## src/rtl/wb_ram_responder_if.sv

```systemverilog
// Wishbone B4 pipelined request/response bundle between the SPI-driven
// initiator and the RAM responder. Signal names keep the responder's view
// (_i into the responder, _o out of it) so both ends read the same names.
interface wb_ram_responder_if #(
    parameter int DATA_WIDTH    = 8,
    parameter int WB_ADDR_WIDTH = 20
);
    logic [WB_ADDR_WIDTH-1:0] wb_addr_i;
    logic [DATA_WIDTH-1:0]    wb_data_i;
    logic [DATA_WIDTH-1:0]    wb_data_o;
    logic                     wb_we_i;
    logic                     wb_cyc_i;
    logic                     wb_stb_i;
    logic                     wb_stall_o;
    logic                     wb_ack_o;

    // Responder side: receives requests, returns stall/ack/read data.
    modport slave (
        input  wb_addr_i,
        input  wb_data_i,
        input  wb_we_i,
        input  wb_cyc_i,
        input  wb_stb_i,
        output wb_data_o,
        output wb_stall_o,
        output wb_ack_o
    );

    // Initiator side: issues requests, observes stall/ack/read data.
    modport master (
        output wb_addr_i,
        output wb_data_i,
        output wb_we_i,
        output wb_cyc_i,
        output wb_stb_i,
        input  wb_data_o,
        input  wb_stall_o,
        input  wb_ack_o
    );
endinterface

```

## src/rtl/wb_ram_responder.sv

```systemverilog
// Wishbone B4 pipelined responder that turns 8-bit read/write requests into
// timed asynchronous-SRAM cycles on the shared PET bus. RAM pins are only
// driven while the arbiter has granted the bus; busy_o tells the arbiter the
// grant must not be revoked. Requests outside the RAM window are acknowledged
// without touching the RAM (reads return all ones).
//
// All RAM-side strobes/enables are registered from the next state so the
// SRAM pins never glitch through combinational decode.
module wb_ram_responder #(
    parameter int DATA_WIDTH     = 8,
    parameter int WB_ADDR_WIDTH  = 20,
    parameter int RAM_ADDR_WIDTH = 17,
    parameter int READ_WAIT      = 2,
    parameter int WRITE_PULSE    = 2
) (
    input  logic                      clock_i,
    input  logic                      reset_i,
    wb_ram_responder_if.slave         wb,
    input  logic                      bus_grant_i,
    output logic                      busy_o,
    output logic [RAM_ADDR_WIDTH-1:0] ram_addr_o,
    output logic                      ram_addr_oe,
    input  logic [DATA_WIDTH-1:0]     ram_data_i,
    output logic [DATA_WIDTH-1:0]     ram_data_o,
    output logic                      ram_data_oe,
    output logic                      ram_oe_o,
    output logic                      ram_we_o
);

    // READ_WAIT and WRITE_PULSE are limited to 1..15, so a 4-bit
    // down-counter loaded with (length-1) covers every legal timing.
    localparam int            CNT_WIDTH  = 4;
    localparam logic [CNT_WIDTH-1:0] READ_LOAD  = CNT_WIDTH'(READ_WAIT - 1);
    localparam logic [CNT_WIDTH-1:0] PULSE_LOAD = CNT_WIDTH'(WRITE_PULSE - 1);

    typedef enum logic [2:0] {
        S_IDLE,
        S_READ,
        S_WR_SETUP,
        S_WR_PULSE,
        S_WR_HOLD,
        S_ACK
    } state_t;

    state_t                    state_q, state_d;
    logic [CNT_WIDTH-1:0]      cnt_q, cnt_d;
    logic [RAM_ADDR_WIDTH-1:0] addr_q, addr_d;
    logic [DATA_WIDTH-1:0]     wdata_q, wdata_d;
    logic [DATA_WIDTH-1:0]     rdata_q, rdata_d;
    logic                      stall_q, stall_d;
    logic                      addr_oe_q, addr_oe_d;
    logic                      data_oe_q, data_oe_d;
    logic                      oe_q, oe_d;
    logic                      we_q, we_d;

    logic                      in_window;
    logic                      accept;

    // The RAM window is every address whose bits above the RAM width are
    // zero; when the two widths match, every address is in the window.
    generate
        if (WB_ADDR_WIDTH > RAM_ADDR_WIDTH) begin : g_window
            assign in_window = ~|wb.wb_addr_i[WB_ADDR_WIDTH-1:RAM_ADDR_WIDTH];
        end else begin : g_no_window
            assign in_window = 1'b1;
        end
    endgenerate

    // A request is taken only in IDLE while the registered stall is low.
    assign accept = (state_q == S_IDLE) && wb.wb_cyc_i && wb.wb_stb_i && !stall_q;

    // Next-state, counter and datapath latching for the RAM cycle sequencer.
    always_comb begin
        state_d = state_q;
        cnt_d   = cnt_q;
        addr_d  = addr_q;
        wdata_d = wdata_q;
        rdata_d = rdata_q;

        case (state_q)
            S_IDLE: begin
                if (accept) begin
                    if (in_window) begin
                        addr_d = wb.wb_addr_i[RAM_ADDR_WIDTH-1:0];
                        if (wb.wb_we_i) begin
                            wdata_d = wb.wb_data_i;
                            state_d = S_WR_SETUP;
                        end else begin
                            cnt_d   = READ_LOAD;
                            state_d = S_READ;
                        end
                    end else begin
                        // Outside the window: answer straight away, reads
                        // see an all-ones byte, writes are dropped.
                        if (!wb.wb_we_i) begin
                            rdata_d = '1;
                        end
                        state_d = S_ACK;
                    end
                end
            end

            S_READ: begin
                if (cnt_q == '0) begin
                    rdata_d = ram_data_i;
                    state_d = S_ACK;
                end else begin
                    cnt_d = cnt_q - 1'b1;
                end
            end

            S_WR_SETUP: begin
                cnt_d   = PULSE_LOAD;
                state_d = S_WR_PULSE;
            end

            S_WR_PULSE: begin
                if (cnt_q == '0) begin
                    state_d = S_WR_HOLD;
                end else begin
                    cnt_d = cnt_q - 1'b1;
                end
            end

            S_WR_HOLD: begin
                state_d = S_ACK;
            end

            S_ACK: begin
                state_d = S_IDLE;
            end

            default: begin
                state_d = S_IDLE;
            end
        endcase
    end

    // Pin enables for the cycle about to start, decoded from the next state.
    // Read (OE) and write (WE/data drive) states are disjoint, so OE can never
    // coincide with WE or with driven write data.
    always_comb begin
        addr_oe_d = 1'b0;
        data_oe_d = 1'b0;
        oe_d      = 1'b0;
        we_d      = 1'b0;
        stall_d   = !((state_d == S_IDLE) && bus_grant_i);

        case (state_d)
            S_READ: begin
                addr_oe_d = 1'b1;
                oe_d      = 1'b1;
            end
            S_WR_SETUP, S_WR_HOLD: begin
                addr_oe_d = 1'b1;
                data_oe_d = 1'b1;
            end
            S_WR_PULSE: begin
                addr_oe_d = 1'b1;
                data_oe_d = 1'b1;
                we_d      = 1'b1;
            end
            default: begin
                addr_oe_d = 1'b0;
            end
        endcase
    end

    // State, datapath and registered pin drivers; reset drops every enable
    // and returns to IDLE with the bus stalled.
    always_ff @(posedge clock_i) begin
        if (reset_i) begin
            state_q   <= S_IDLE;
            cnt_q     <= '0;
            addr_q    <= '0;
            wdata_q   <= '0;
            rdata_q   <= '0;
            stall_q   <= 1'b1;
            addr_oe_q <= 1'b0;
            data_oe_q <= 1'b0;
            oe_q      <= 1'b0;
            we_q      <= 1'b0;
        end else begin
            state_q   <= state_d;
            cnt_q     <= cnt_d;
            addr_q    <= addr_d;
            wdata_q   <= wdata_d;
            rdata_q   <= rdata_d;
            stall_q   <= stall_d;
            addr_oe_q <= addr_oe_d;
            data_oe_q <= data_oe_d;
            oe_q      <= oe_d;
            we_q      <= we_d;
        end
    end

    // The ACK state is always traversed; the pulse itself is withheld when
    // the initiator has already abandoned the bus cycle.
    assign wb.wb_ack_o   = (state_q == S_ACK) && wb.wb_cyc_i;
    assign wb.wb_stall_o = stall_q;
    assign wb.wb_data_o  = rdata_q;

    // The arbiter may not take the bus back while address lines are driven.
    assign busy_o      = addr_oe_q;
    assign ram_addr_o  = addr_q;
    assign ram_addr_oe = addr_oe_q;
    assign ram_data_o  = wdata_q;
    assign ram_data_oe = data_oe_q;
    assign ram_oe_o    = oe_q;
    assign ram_we_o    = we_q;

endmodule

```

## src/flat_wrapper.sv

```systemverilog
// flat-port wrapper written by rule: the top's interface ports become plain ports
module wb_ram_responder_flat 
#(
    parameter int DATA_WIDTH     = 8,
    parameter int WB_ADDR_WIDTH  = 20,
    parameter int RAM_ADDR_WIDTH = 17,
    parameter int READ_WAIT      = 2,
    parameter int WRITE_PULSE    = 2
)
  (clock_i, reset_i, bus_grant_i, busy_o, ram_addr_o, ram_addr_oe, ram_data_i, ram_data_o, ram_data_oe, ram_oe_o, ram_we_o, wb_wb_addr_i, wb_wb_data_i, wb_wb_we_i, wb_wb_cyc_i, wb_wb_stb_i, wb_wb_data_o, wb_wb_stall_o, wb_wb_ack_o);
  wb_ram_responder_if #(.DATA_WIDTH(DATA_WIDTH), .WB_ADDR_WIDTH(WB_ADDR_WIDTH)) wb_i ();
  input  logic clock_i;
  input  logic reset_i;
  input  logic bus_grant_i;
  output logic busy_o;
  output logic [RAM_ADDR_WIDTH-1:0] ram_addr_o;
  output logic ram_addr_oe;
  input  logic [DATA_WIDTH-1:0] ram_data_i;
  output logic [DATA_WIDTH-1:0] ram_data_o;
  output logic ram_data_oe;
  output logic ram_oe_o;
  output logic ram_we_o;
  input wire logic [$bits(wb_i.wb_addr_i)-1:0] wb_wb_addr_i;
  input wire logic [$bits(wb_i.wb_data_i)-1:0] wb_wb_data_i;
  input wire logic [$bits(wb_i.wb_we_i)-1:0] wb_wb_we_i;
  input wire logic [$bits(wb_i.wb_cyc_i)-1:0] wb_wb_cyc_i;
  input wire logic [$bits(wb_i.wb_stb_i)-1:0] wb_wb_stb_i;
  output wire logic [$bits(wb_i.wb_data_o)-1:0] wb_wb_data_o;
  output wire logic [$bits(wb_i.wb_stall_o)-1:0] wb_wb_stall_o;
  output wire logic [$bits(wb_i.wb_ack_o)-1:0] wb_wb_ack_o;
  assign wb_i.wb_addr_i = wb_wb_addr_i;
  assign wb_i.wb_data_i = wb_wb_data_i;
  assign wb_i.wb_we_i = wb_wb_we_i;
  assign wb_i.wb_cyc_i = wb_wb_cyc_i;
  assign wb_i.wb_stb_i = wb_wb_stb_i;
  assign wb_wb_data_o = wb_i.wb_data_o;
  assign wb_wb_stall_o = wb_i.wb_stall_o;
  assign wb_wb_ack_o = wb_i.wb_ack_o;
  wb_ram_responder #(.DATA_WIDTH(DATA_WIDTH), .WB_ADDR_WIDTH(WB_ADDR_WIDTH), .RAM_ADDR_WIDTH(RAM_ADDR_WIDTH), .READ_WAIT(READ_WAIT), .WRITE_PULSE(WRITE_PULSE)) u_core (.clock_i(clock_i), .reset_i(reset_i), .wb(wb_i), .bus_grant_i(bus_grant_i), .busy_o(busy_o), .ram_addr_o(ram_addr_o), .ram_addr_oe(ram_addr_oe), .ram_data_i(ram_data_i), .ram_data_o(ram_data_o), .ram_data_oe(ram_data_oe), .ram_oe_o(ram_oe_o), .ram_we_o(ram_we_o));
endmodule
```

## config.mk

```make
export PLATFORM = sky130hd
export DESIGN_NAME = wb_ram_responder_flat
export DESIGN_NICKNAME = d
export VERILOG_FILES = /design/src/rtl/wb_ram_responder_if.sv /design/src/rtl/wb_ram_responder.sv /design/src/flat_wrapper.sv
export SDC_FILE = /design/constraint.sdc
export NUM_CORES = 1
export LEC_CHECK = 0
export ABC_AREA = 1
export CAP_MARGIN = 20
export CORE_UTILIZATION = 40
export DETAILED_ROUTE_END_ITERATION = 7
export PLACE_DENSITY = 0.77
export SLEW_MARGIN = 20
export SYNTH_ARGS = -nofsm -noshare
export SYNTH_HDL_FRONTEND = slang
export SYNTH_SLANG_ARGS = --single-unit
```

## constraint.sdc

```tcl
create_clock -name clock_i -period 1.53 [get_ports clock_i]
set_input_delay 0.306 -clock clock_i [delete_from_list [all_inputs] [get_ports clock_i]]
set_output_delay 0.306 -clock clock_i [all_outputs]
set_load 0.01 [all_outputs]
```

==> impl_metrics.csv, run 1 <==
group,metric,value,unit
die,placementRows,24,
clock_network,root_buffer,"clkbuf_8",
yosys,avgSynthCellArea,7.18,sq um
layout,seqCellArea,902,sq um
sta,finalClockSkew,0.00625,ns
sta,fin_crit_sh,97.7,%
status,violations,"DRC",
power_and_ir_drop,p_leak,1.35,nW
yosys,synth_edf_count,0,
sta,hold_viol,0,
route,wl_per_cell,11.6,um
die,ios,82,
power_and_ir_drop,vdd_drop_max,0.898,mV
yosys,synth_area,1900,sq um
sta,fin_tns_setup,0,ns
sta,clock.fmax,669,MHz
sta,setup_viol,0,
die,coreArea,4440,sq um
power_and_ir_drop,power_switching_share,34.5,%
layout,final_common_cell,"clkdlybuf4s50_1",
status,status,"complete, but fails checks",
route,drtAntennaViolNets,0,
layout,finalNonFillerCells,421,
setup_path,criticalPathCategory,"flop to primary output",
sta,post-route-min-period,1.50,ns
clock_network,cts.sinks,45,
clock_network,numCtsBuffers,5,
clock_network,tritoncts,"built",
power_and_ir_drop,seq_power_share,35.0,%
placement,dp_hpwl,3640,um
global_route,grt_usage,20.5,%
global_route,antenna_found_initial,0,
layout,nets,412,
route,vias_per_cell,4.85,
die,die_area,5020,sq um
yosys,yosysTopAreaCell,"dfxtp_1",
clock_network,cts_max_level,2,
die,die_h,70.9,um
setup_path,cp.arrival,1.19,ns
setup_path,crit_buf_inv,1,
setup_path,ff2ff_setup_slack,0.11,ns
power_and_ir_drop,combPwrFrac,44.0,%
route,drt-initial-drc-count,64,
yosys,syn_nets,307,
die,start_util,42.7,%
power_and_ir_drop,p_int,2.71,mW
yosys,synth.yosys.seq_area_share,47.5,%
setup_path,endpoint_kind,"primary output",
global_route,grt_pass1_wl,8220,um
yosys,ys_seq_elements,45,
power_and_ir_drop,power.density,1330,nW/um^2
placement,gp_congestion,0.803,
clock_network,cts_setup_buffers,0,
yosys,netlist_instances,264,
setup_path,crit_path_max_fanout,2,
global_route,grt_pass1_vias,1944,
route,dr.pass1.iters,6,
setup_path,critPathMaxStageDelay,0.55,ns
placement,post-place-ws,-0.368,ns
setup_path,cp_cell_sequence,"clkdlybuf4s50_1",
die,die_w,70.9,um
sta,rsz0062_at_grt,"true",
yosys,synth_warnings,0,
power_and_ir_drop,finalPower,4.13,mW
global_route,overflow,0,
yosys,yosys.area.top_type_share,47.5,%
setup_path,crit_required,1.22,ns
setup_path,crit_family,"buffers and inverters",
setup_path,start_kind,"flop",
global_route,grt_max_degree,20,
yosys,ys_top_cells_by_area,"dfxtp_1, nor2_1, nand2_1",
route,vias,2043,
power_and_ir_drop,p_sw,1.42,mW
layout,fillCellCount,394,
sta,setup_ws,0.0350,ns
setup_path,critPathSlowestCell,"clkdlybuf4s50_1",
layout,final_cell_mix,"clkdlybuf4s50_1, nor2_1, dfxtp_1",
clock_network,hold_buffers,0,
layout,layout-drive-gt1-share,16.0,%
clock_network,clkTransAtPathRegs,0.08,ns
sta,relSlewSlack,82.5,%
yosys,post_synth_num_cell_types,26,
power_and_ir_drop,clkPwrFrac,21.1,%
route,routed_wl,4880,um
layout,antenna_cells,0,
run,cap_violations,0,
yosys,synth_ff_type,"dfxtp_1",
placement,placedCellCount,414,
yosys,synth-async-reset-ratio,0,%
route,drc_errors,12,
min_path,hp-class,"flop to flop",
sta,drv_slew,0,
placement,numPortBuffers,81,
layout,multi_input_area,915,sq um
clock_network,clk_path_buf_depth,2,
layout,syn_to_final_growth,63.9,%
clock_network,clock_latency,0.30,ns
sta,worst_pin_slew,0.262,ns
-- repair_timing --
item                                   in CTS  in global routing
pin swaps                                   0                  1
setup endpoints to repair                   1                 39
endpoints found under the hold margin       0                  0
resized for setup                           4                 19
-- cells in the mapped netlist, types with 2 or more instances --
cell,instances
clkbuf_1,4
a21oi_1,14
nand4_1,8
buf_2,2
o21ai_0,20
buf_4,2
a31oi_1,2
nor2_4,3
inv_2,2
nor2_2,3
nand3_1,17
nor3_1,3
nor2_1,72
nand2_2,3
inv_1,15
nand2_1,40
dfxtp_1,45
-- logic make-up after synthesis --
group,count (synthesis),share of synthesized area [%]
adder cells (fa/ha/maj),1,0.660
AND/OR/NAND/NOR,151,34.8
AO/OA/AOI/OAI,40,11.1
flip-flops,45,47.5
buffers and inverters,27,5.94
-- registers in the layout (all words and copies together), names as in the netlist --
signal	count
u_core.state_q	3
u_core.ram_addr_o	17
u_core.busy_o	1
u_core.ram_oe_o	1
u_core.ram_we_o	1
u_core.wb.wb_data_o	8
u_core.ram_data_oe	1
u_core.wb.wb_stall_o	1
u_core.cnt_q	4
u_core.ram_data_o	8
-- power by group through the flow --
stage	Clock, mW	Sequential, mW	Combinational (mW)
CTS	0.878	1.45	1.77
floorplan	0	1.54	0.853
global route	0.923	1.47	2.00
global placement	0	1.47	1.74
detailed placement	0	1.47	1.76
finish	0.870	1.44	1.82
-- cell type report --
class,count,area share [%]
Timing Repair Buffer,107,33.9
Multi-Input combinational cell,192,29.4
Sequential cell,45,29.0
Clock buffer,5,2.21
Inverter,18,2.21
Tap cell,52,2.09
Clock inverter,2,1.13
-- per-stage QoR --
stage          hold slack [ns]  util, %  instance area (sq um)
6_report                 0.465     69.9                   3110
5_1_grt                  0.485     69.9                   3110
4_1_cts                  0.469     68.9                   3060
3_5_place_dp             0.455     66.6                   2960
3_3_place_gp             0.449     66.6                   2960
2_1_floorplan            0.443        -                   1900
-- worst paths after layout --
check,startpoint,endpoint,cells after the start
max,u_core.ram_addr_o[0]$_SDFFE_PP0P_,ram_addr_o[0],1
min,u_core.ram_data_o[1]$_SDFFE_PP0P_,u_core.ram_data_o[1]$_SDFFE_PP0P_,2
max reg2reg,u_core.state_q[0]$_SDFF_PP0_,u_core.ram_addr_o[7]$_SDFFE_PP0P_,7
min reg2reg,u_core.ram_data_o[1]$_SDFFE_PP0P_,u_core.ram_data_o[1]$_SDFFE_PP0P_,2
-- routing by layer --
layer	track usage, %	vias to the layer above	share of wire [%]
met5	0	-	0
met4	8.44	0	2.8
met3	4.70	12	4.9
met2	34.8	66	45
met1	25.1	907	47
li1	-	1058	-
Power figures use the tool's default switching activity.
==> run 2, diff against run 1 <==
--- a/config.mk
+++ b/config.mk
@@ -6,10 +6,11 @@
 export NUM_CORES = 1
 export LEC_CHECK = 0
 export ABC_AREA = 1
-export CAP_MARGIN = 20
+export CAP_MARGIN = 10
 export CORE_UTILIZATION = 40
 export DETAILED_ROUTE_END_ITERATION = 7
 export PLACE_DENSITY = 0.77
+export RECOVER_POWER = 100
 export SLEW_MARGIN = 20
 export SYNTH_ARGS = -nofsm -noshare
 export SYNTH_HDL_FRONTEND = slang
==> run 2 against run 1 <==
Net effect:
- the run still ends with DRC left
- final cell count unchanged
- clock skew decreased by 0.00073 ns
- clock power decreased by 0.5%
- first-iteration DRC count increased by 13%
- via count about the same
- global-route usage unchanged
- clock-buffer cell count unchanged
- critical path depth unchanged
- die area unchanged
==> impl_metrics.csv, run 2 (synthesis results as in run 1) <==
group,metric,value,unit
global_route,grt_pass1_vias,1944,
die,die_h,70.9,um
sta,finalClockSkew,0.00551,ns
route,drc_errors,12,
clock_network,clkTransAtPathRegs,0.08,ns
layout,nets,412,
layout,final_common_cell,"clkdlybuf4s50_1",
global_route,grt_pass1_wl,8220,um
min_path,hp-class,"flop to flop",
die,ios,82,
clock_network,numCtsBuffers,5,
clock_network,cts.sinks,45,
sta,setup_viol,0,
sta,worst_pin_slew,0.264,ns
layout,antenna_cells,0,
power_and_ir_drop,p_leak,1.25,nW
sta,drv_slew,0,
sta,fin_crit_sh,97.4,%
placement,gp_congestion,0.803,
setup_path,endpoint_kind,"primary output",
min_path,whs_path_depth,2,
min_path,hold_start,"u_core.ram_data_o[2]$_SDFFE_PP0P_",
route,vias_per_cell,4.85,
min_path,hold_end,"u_core.ram_data_o[2]$_SDFFE_PP0P_",
setup_path,ff2ff_setup_slack,0.11,ns
layout,final_cell_mix,"clkdlybuf4s50_1, nor2_1, dfxtp_1",
setup_path,crit_path_max_fanout,2,
layout,layout-drive-gt1-share,15.4,%
route,routed_wl,4860,um
setup_path,crit_required,1.22,ns
sta,rsz0062_at_grt,"true",
setup_path,r2r-end,"u_core.ram_addr_o[7]$_SDFFE_PP0P_",
setup_path,timing.rr.start,"u_core.state_q[0]$_SDFF_PP0_",
setup_path,criticalPathCategory,"flop to primary output",
power_and_ir_drop,power.density,1340,nW/um^2
die,start_util,42.7,%
layout,final_area,3080,sq um
setup_path,critPathSlowestCell,"clkdlybuf4s50_1",
setup_path,reg2regPathDepth,7,
clock_network,cts_max_level,2,
route,dr.pass1.iters,6,
route,drtAntennaViolNets,0,
layout,final_util,69.3,%
sta,clock.fmax,671,MHz
placement,dp_hpwl,3640,um
clock_network,cts_setup_buffers,0,
layout,fillCellCount,400,
layout,syn_to_final_growth,62.3,%
global_route,antenna_found_initial,0,
layout,seqCellArea,902,sq um
power_and_ir_drop,vdd_drop_max,0.896,mV
route,wl_per_cell,11.5,um
placement,numPortBuffers,81,
layout,largest_reg_flops,17,
clock_network,hold_buffers,0,
clock_network,clk_path_buf_depth,2,
die,coreArea,4440,sq um
clock_network,clock_latency,0.29,ns
setup_path,critPathMaxStageDelay,0.55,ns
setup_path,cp_cell_sequence,"clkdlybuf4s50_1",
setup_path,start_kind,"flop",
setup_path,cp.arrival,1.18,ns
global_route,grt_max_degree,20,
run,cap_violations,0,
sta,whs,0.467,ns
global_route,overflow,0,
die,placementRows,24,
clock_network,tritoncts,"built",
status,status,"complete, but fails checks",
setup_path,crit_family,"buffers and inverters",
sta,relSlewSlack,82.4,%
die,die_w,70.9,um
route,vias,2041,
route,drt-initial-drc-count,72,
setup_path,crit_buf_inv,1,
global_route,grt_usage,20.5,%
status,violations,"DRC",
placement,place_area,2960,sq um
clock_network,root_buffer,"clkbuf_8",
layout,multi_input_area,915,sq um
die,die_area,5020,sq um
sta,hold_viol,0,
sta,post-route-min-period,1.49,ns
## run 2: how the worst max path moves through the flow
stage | from | end | cells past startpoint
4_1_cts | u_core.ram_data_o[6]$_SDFFE_PP0P_ | ram_data_o[6] | 1
6_report | u_core.ram_addr_o[0]$_SDFFE_PP0P_ | ram_addr_o[0] | 1
3_5_place_dp | wb_wb_cyc_i | wb_wb_ack_o | 4
5_1_grt | u_core.state_q[0]$_SDFF_PP0_ | u_core.ram_addr_o[2]$_SDFFE_PP0P_ | 7
2_1_floorplan | u_core.cnt_q[0]$_SDFFE_PP0P_ | u_core.wb.wb_stall_o$_SDFF_PP1_ | 9
3_3_place_gp | wb_wb_cyc_i | wb_wb_ack_o | 4
## run 2: what timing repair did
action / CTS / global route
cloned: 0 / 0
pin swaps: 0 / 1
resized for setup: 4 / 19
setup endpoints to repair: 1 / 39
## run 2: area by class of cell
| cell class | count | area share [%] |
|---|---|---|
| Clock inverter | 2 | 1.14 |
| Sequential cell | 45 | 29.3 |
| Timing Repair Buffer | 107 | 33.3 |
| Clock buffer | 5 | 2.23 |
| Multi-Input combinational cell | 192 | 29.7 |
| Inverter | 18 | 2.23 |
| Tap cell | 52 | 2.11 |
## run 2: stage by stage
step / total power, mW / TNS [ns] / std cells / worst slack [ns]
floorplan: 2.39 / 0 / 264 / 0.161
global route: 4.38 / -0.0509 / 421 / -0.0237
detailed placement: 3.23 / -9.29 / 414 / -0.368
global placement: 3.21 / -7.42 / 414 / -0.338
CTS: 4.09 / 0 / 421 / 0.00404
finish: 4.11 / 0 / 421 / 0.0405
## run 2: routing by layer
| metal | wire length, um | vias to the layer above | GRT usage [%] |
|---|---|---|---|
| met5 | 0 | - | 0 |
| met4 | 105 | 0 | 8.44 |
| met3 | 251 | 8 | 4.70 |
| met2 | 2250 | 66 | 34.8 |
| met1 | 2250 | 908 | 25.1 |
| li1 | - | 1059 | - |
## run 2: power breakdown
group	switching (mW)	total [mW]	internal (mW)
combinational	0.933	1.80	0.868
sequential	0.0979	1.45	1.35
clock	0.391	0.866	0.475
total	1.42	4.11	2.69
==> run 3, diff against run 2 <==
--- a/config.mk
+++ b/config.mk
@@ -9,6 +9,7 @@
 export CAP_MARGIN = 10
 export CORE_UTILIZATION = 40
 export DETAILED_ROUTE_END_ITERATION = 7
+export GPL_ROUTABILITY_DRIVEN = 1
 export PLACE_DENSITY = 0.77
 export RECOVER_POWER = 100
 export SLEW_MARGIN = 20
==> results of run 3 <==
No change in the layout: final DEF, timing and power equal those of run 2.
==> RTL change 1: new RTL, config.mk and constraints of run 2 <==
`DATA_WIDTH` is set to 8 in 3 places; all go to 6.
--- a/src/rtl/wb_ram_responder_if.sv
+++ b/src/rtl/wb_ram_responder_if.sv
@@ -4,3 +4,3 @@
 interface wb_ram_responder_if #(
-    parameter int DATA_WIDTH    = 8,
+    parameter int DATA_WIDTH    = 6,
     parameter int WB_ADDR_WIDTH = 20
--- a/src/rtl/wb_ram_responder.sv
+++ b/src/rtl/wb_ram_responder.sv
@@ -9,3 +9,3 @@
 module wb_ram_responder #(
-    parameter int DATA_WIDTH     = 8,
+    parameter int DATA_WIDTH     = 6,
     parameter int WB_ADDR_WIDTH  = 20,
--- a/src/flat_wrapper.sv
+++ b/src/flat_wrapper.sv
@@ -3,3 +3,3 @@
 #(
-    parameter int DATA_WIDTH     = 8,
+    parameter int DATA_WIDTH     = 6,
     parameter int WB_ADDR_WIDTH  = 20,
Interface: changed (resized ram_data_i, ram_data_o, wb_wb_data_i and wb_wb_data_o); port bits go from 82 to 74. No check against the original RTL was run, so the function may have changed too.
==> RTL change 1 against run 2 <==
Total power fell by 10%. Synthesized area fell by 6.7%. Count of clock-buffer cells in the layout increased by 2. Worst setup slack worse by 11 ps. Non-clock buffer count is 7 lower. Critical path type unchanged. Sequential cell count is 4 lower. Via count down 6.8%. Sequential share of layout area decreased by 0.47 points. Die area fell by 6.5%. Routed wire length shrank 5.4%. Clock skew down 1.4 ps. Cell area shrank 7.4%.
==> RTL change 1: results (changes against run 2) <==
Parameter                              Value

STA
  Final worst clock skew ... 4.14 ps (was 5.51 ps)
  Slew HR ... 77.8% (was 82.4%)

Cells and area
  Filler cells ... 354 (was 400)
  Number of nets in the finished design ... 384 (was 412)
  Relative area of non-clock buffer cells in the final design ... 33.6% (was 33.3%)
  Final clock-cell share ... 3.03% (was 3.37%)
  Multi-input gates ... 177 (was 192)
  Register area ... 822 um2 (was 902 um2)
  Share of final-layout standard cells stronger than drive strength 1 ... 15.9% (was 15.4%)

Routing
  Routed len/inst ... 11.6 um (was 11.5 um)
  Via-to-Cell Ratio ... 4.82 (was 4.85)
  Total iterations of the first detailed-routing run ... 4 (was 6)

Critical path
  Crit-path max FO ... 3 (was 2)
  Number of cell instances on the worst register-to-register path ... 8 (was 7)

Power
  Peak ir drop on the vdd network ... 699 uV (was 896 uV)
  Switching power share of the total ... 35.3% (was 34.6%)
  Leakage power ... 1.21 nW (was 1.25 nW)

Yosys
  Sequential element share of the synthesized area ... 46.4% (was 47.5%)
  Top area cells in the synthesized netlist ... dfxtp_1 46%, nor2_1 11%, nand2_1 8.1% (was dfxtp_1 47%, nor2_1 14%, nand2_1 7.9%)
  Top cell types by occurrence after synthesis ... 54 x nor2_1, 41 x dfxtp_1, 38 x nand2_1, 18 x nor3_1, 17 x inv_1 (was 72 x nor2_1, 45 x dfxtp_1, 40 x nand2_1, 20 x o21ai_0, 17 x nand3_1)
  Cell count after synthesis ... 247 (was 264)
  Net count after synthesis ... 286 (was 307)

Place
  Total of buffers placed on input and output ports ... 73 (was 81)

Outcome
  Status ... completed (was finished with violations)

Global routing
  Vias in the first global route ... 1576 (was 1944)
  Global-route wire length before repair ... 7070 um (was 8220 um)
  Largest net degree at the start of global routing ... 28 (was 20)
  Global Route met3 Usage ... 5.26% (was 4.70%)
  Grt met1 use ... 25.2% (was 25.1%)
  Met2 usage in global routing ... 33.2% (was 34.8%)
## RTL change 1: changes by cell type after synthesis, moves of 2 or more
cell | run 2 | this run
dfxtp_1 | 45 | 41
inv_1 | 15 | 17
nand2_1 | 40 | 38
nand3_1 | 17 | 12
nand4_1 | 8 | 1
nor2_1 | 72 | 54
nor2_4 | 3 | 1
nor3_1 | 3 | 18
o21ai_0 | 20 | 15
o21ai_1 | 1 | 11
## RTL change 1: kinds of logic after synthesis
logic type / count (synthesis) / synth area share (%)
simple gates: 133 / 33.2
compound gates: 42 / 12.2
flops: 41 / 46.4
buf+inv: 30 / 7.56
fa+ha+maj: 1 / 0.707
## RTL change 1: metrics by stage
stage	total power [mW]	area (um2)	worst slack [ps]	hold slack (ps)	util [%]
3_5_place_dp	2.96	2690	-316	434	65.3
6_report	3.70	2850	29.3	443	69.3
3_3_place_gp	2.93	2690	-305	431	65.3
4_1_cts	3.67	2770	0.385	446	67.3
5_1_grt	3.99	2850	-1.99	465	69.3
2_1_floorplan	2.24	1770	183	390	-
## RTL change 1: power groups by stage
stage / sequential (mW) / combinational (mW) / clock [mW]
3_3_place_gp: 1.33 / 1.60 / 0
4_1_cts: 1.31 / 1.62 / 0.729
6_report: 1.32 / 1.69 / 0.699
2_1_floorplan: 1.41 / 0.825 / 0
5_1_grt: 1.34 / 1.88 / 0.768
3_5_place_dp: 1.34 / 1.62 / 0
## RTL change 1: how the worst max path moves through the flow
stage,startpoint,to
after floorplan,u_core.cnt_q[0],u_core.wb.wb_stall_o
after global placement,wb_wb_cyc_i,wb_wb_ack_o
after detailed placement,wb_wb_cyc_i,wb_wb_ack_o
after CTS,wb_wb_cyc_i,u_core.ram_addr_o[9]
after global routing,u_core.state_q[2],u_core.ram_addr_o[12]
final,u_core.wb.wb_stall_o,wb_wb_stall_o
==> RTL change 2: new RTL, flow settings as in run 2 <==
Made on the original files. `wdata_q` no longer has a reset.
--- a/src/rtl/wb_ram_responder.sv
+++ b/src/rtl/wb_ram_responder.sv
@@ -175,3 +175,2 @@
             addr_q    <= '0;
-            wdata_q   <= '0;
             rdata_q   <= '0;
@@ -186,3 +185,2 @@
             addr_q    <= addr_d;
-            wdata_q   <= wdata_d;
             rdata_q   <= rdata_d;
@@ -194,2 +192,6 @@
         end
+    end
+
+    always_ff @(posedge clock_i) begin
+        wdata_q <= wdata_d;
     end
Function: changed (Yosys sat finds a counterexample within 4 cycles, from zero or initial values and one cycle with reset_i high).
==> RTL change 2 against run 2 <==
The run still ends with design-rule violations left. Routed wire length fell by 3.4%. Total power rose by 2.1%. Worst setup slack got worse by 1.9 ps. Maximum frequency fell by 0.13%. Count of clock-buffer cells in the layout rose by 2. Synthesized area rose by 1.1%. Sequential cell count did not move. Die area rose by 1.0%. Cell area fell by 1.9%. Largest power group unchanged.
==> RTL change 2: results (changes against run 2) <==
Parameter                              Value

Routing
  Vias ... 1899 (was 2041)
  Initial DRC count ... 56 (was 72)
  Residual antenna-violating net count after detailed routing ... 0 (unchanged)
  Routed len/inst ... 12.2 um (was 11.5 um)
  Total DRC errors in the routed layout ... 8 (was 12)

Yosys
  Count of synthesis-stage warnings from yosys ... 0 (unchanged)
  Commonest register cell after synthesis ... dfxtp_1 (unchanged)
  Synthesized-area fraction occupied by ao, oa, aoi and oai cells ... 9.92% (was 11.1%)
  Fraction of synthesis flops using an asynchronous set or reset pin ... 0% (unchanged)
  Count of flip-flops with a built-in enable after synthesis ... 8 (was 0)
  Top cell types by occurrence after synthesis ... 48 x nor2_1, 37 x dfxtp_1, 28 x nand2_1, 20 x o21ai_1, 18 x nor3_1 (was 72 x nor2_1, 45 x dfxtp_1, 40 x nand2_1, 20 x o21ai_0, 17 x nand3_1)
  Adder-cell share of the synthesized area ... 0.653% (was 0.660%)
  Top area cells in the synthesized netlist ... dfxtp_1 39%, edfxtp_1 13%, nor2_1 9.4% (was dfxtp_1 47%, nor2_1 14%, nand2_1 7.9%)
  Net count after synthesis ... 278 (was 307)
  Cell variety after synth ... 30 (was 26)
  Post-Synth XOR/XNOR Area ... 0% (unchanged)
  Fraction of synthesized area in multiplexers ... 0% (unchanged)
  Sequential element share of the synthesized area ... 51.2% (was 47.5%)

Global routing
  Largest net degree at the start of global routing ... 22 (was 20)
  Global-route wire length before repair ... 7600 um (was 8220 um)
  Vias in the first global route ... 1745 (was 1944)
  Overall Global Routing Usage ... 19.0% (was 20.5%)
  Initial antenna violation count ... 0 (unchanged)

Power
  Peak ir drop on the vdd network ... 705 uV (was 896 uV)
  Leakage power ... 1.25 nW (about the same)
  Switching power share of the total ... 34.8% (was 34.6%)

STA
  Max Slew Vio Count ... 0 (unchanged)
  Slew HR ... 84.2% (was 82.4%)
  Final worst clock skew ... 12.7 ps (was 5.51 ps)

Clock tree
  Insertion delay of the later-clocked pin in the worst-skew pair ... 290 ps (about the same)
  Buffer type at the clock tree root ... clkbuf_8 (unchanged)
  Maximum level of the CTS H-tree ... 2 (unchanged)
  Number of buffers created by CTS ... 5 (unchanged)

Critical path
  Cell family with most CP delay ... buffers and inverters (unchanged)
  Max stage delay on crit path ... 560 ps
  Max stage delay cell, worst path ... clkdlybuf4s50_1 (unchanged)
  Arrival time reported for the critical path endpoint ... 1190 ps
  Crit-path max FO ... 2 (unchanged)

Place
  HPWL after DPL ... 3450 um (was 3640 um)
  Global placer's final weighted congestion ... 0.914 (was 0.803)
  Total of buffers placed on input and output ports ... 81 (unchanged)
  Worst Setup Slack post-DPL ... -371 ps (was -368 ps)

Cells and area
  Number of flip-flops in the largest register ... 17 (unchanged)
  Number of nets in the finished design ... 376 (was 412)
  Share of final-layout standard cells stronger than drive strength 1 ... 15.0% (was 15.4%)

Min path
  Min-Delay Path Class ... reg -> reg (unchanged)

Outcome
  Failing checks ... design-rule violations (unchanged)
  Status ... finished with violations (unchanged)
==> RTL change 2: worst paths after layout <==
check | from | end | slack [ps] | cells past startpoint
hold / removal | u_core.wb.wb_data_o[6] | u_core.wb.wb_data_o[6] | 480 | 2
hold reg to reg | u_core.wb.wb_data_o[6] | u_core.wb.wb_data_o[6] | 480 | 2
setup / recovery | u_core.ram_addr_o[0] | ram_addr_o[0] | 40 | 1
setup reg to reg | u_core.state_q[2] | u_core.wb.wb_data_o[1] | 130 | 8
==> RTL change 2: area by class of cell <==
class,instances,area (um2)
Sequential cell,45,982
Inverter,18,72.6
Clock inverter,1,30.0
Fill cell,355,1450
Multi-Input combinational cell,164,838
Tap cell,52,65.1
Timing Repair Buffer,99,947
Clock buffer,7,86.3
==> RTL change 2: kinds of logic after synthesis <==
logic type | Yosys count
compound gates | 37
fa+ha+maj | 1
buf+inv | 26
flops | 45
simple gates | 126
==> RTL change 2: what timing repair did <==
action	4_1_cts	5_1_grt
endpoints found under the setup margin	10	18
setup buffers	0	0
pin swaps	0	1
resized for setup	5	10
==> RTL change 2: stage by stage <==
step	utilization, %	instance area, um2	TNS, ps	instances
after floorplan	-	1920	0	235
after global placement	64.7	2890	-11320	378
after detailed placement	64.7	2890	-11550	378
after CTS	67.3	3010	0	386
after global routing	67.5	3020	-37.5	386
final	67.5	3020	0	386
==> RTL change 2: worst reg2reg max path, stage by stage (launching register included) <==
cell,delay [ps]
dfxtp_1,330
buf_4,150
nor2_4,140
nand2_2,140
o21ai_2,220
nand2_4,120
inv_4,110
nor2_1,50
nor2_1,80
==> RTL change 2: power by group through the flow <==
stage               Clock, mW  Combinational (mW)  Sequential [mW]
floorplan                   0               0.962             1.62
global placement            0                1.70             1.54
detailed placement          0                1.71             1.55
CTS                     0.933                1.74             1.52
global route            0.983                1.94             1.55
finish                  0.911                1.77             1.52
==> RTL change 2: routing by layer <==
layer  GRT usage, %  up-vias  wire length, um
li1               -      971                -
met1           23.6      855             2040
met2           32.4       64             2250
met3           3.66        9              308
met4           8.00        0               95
met5              0        -                0
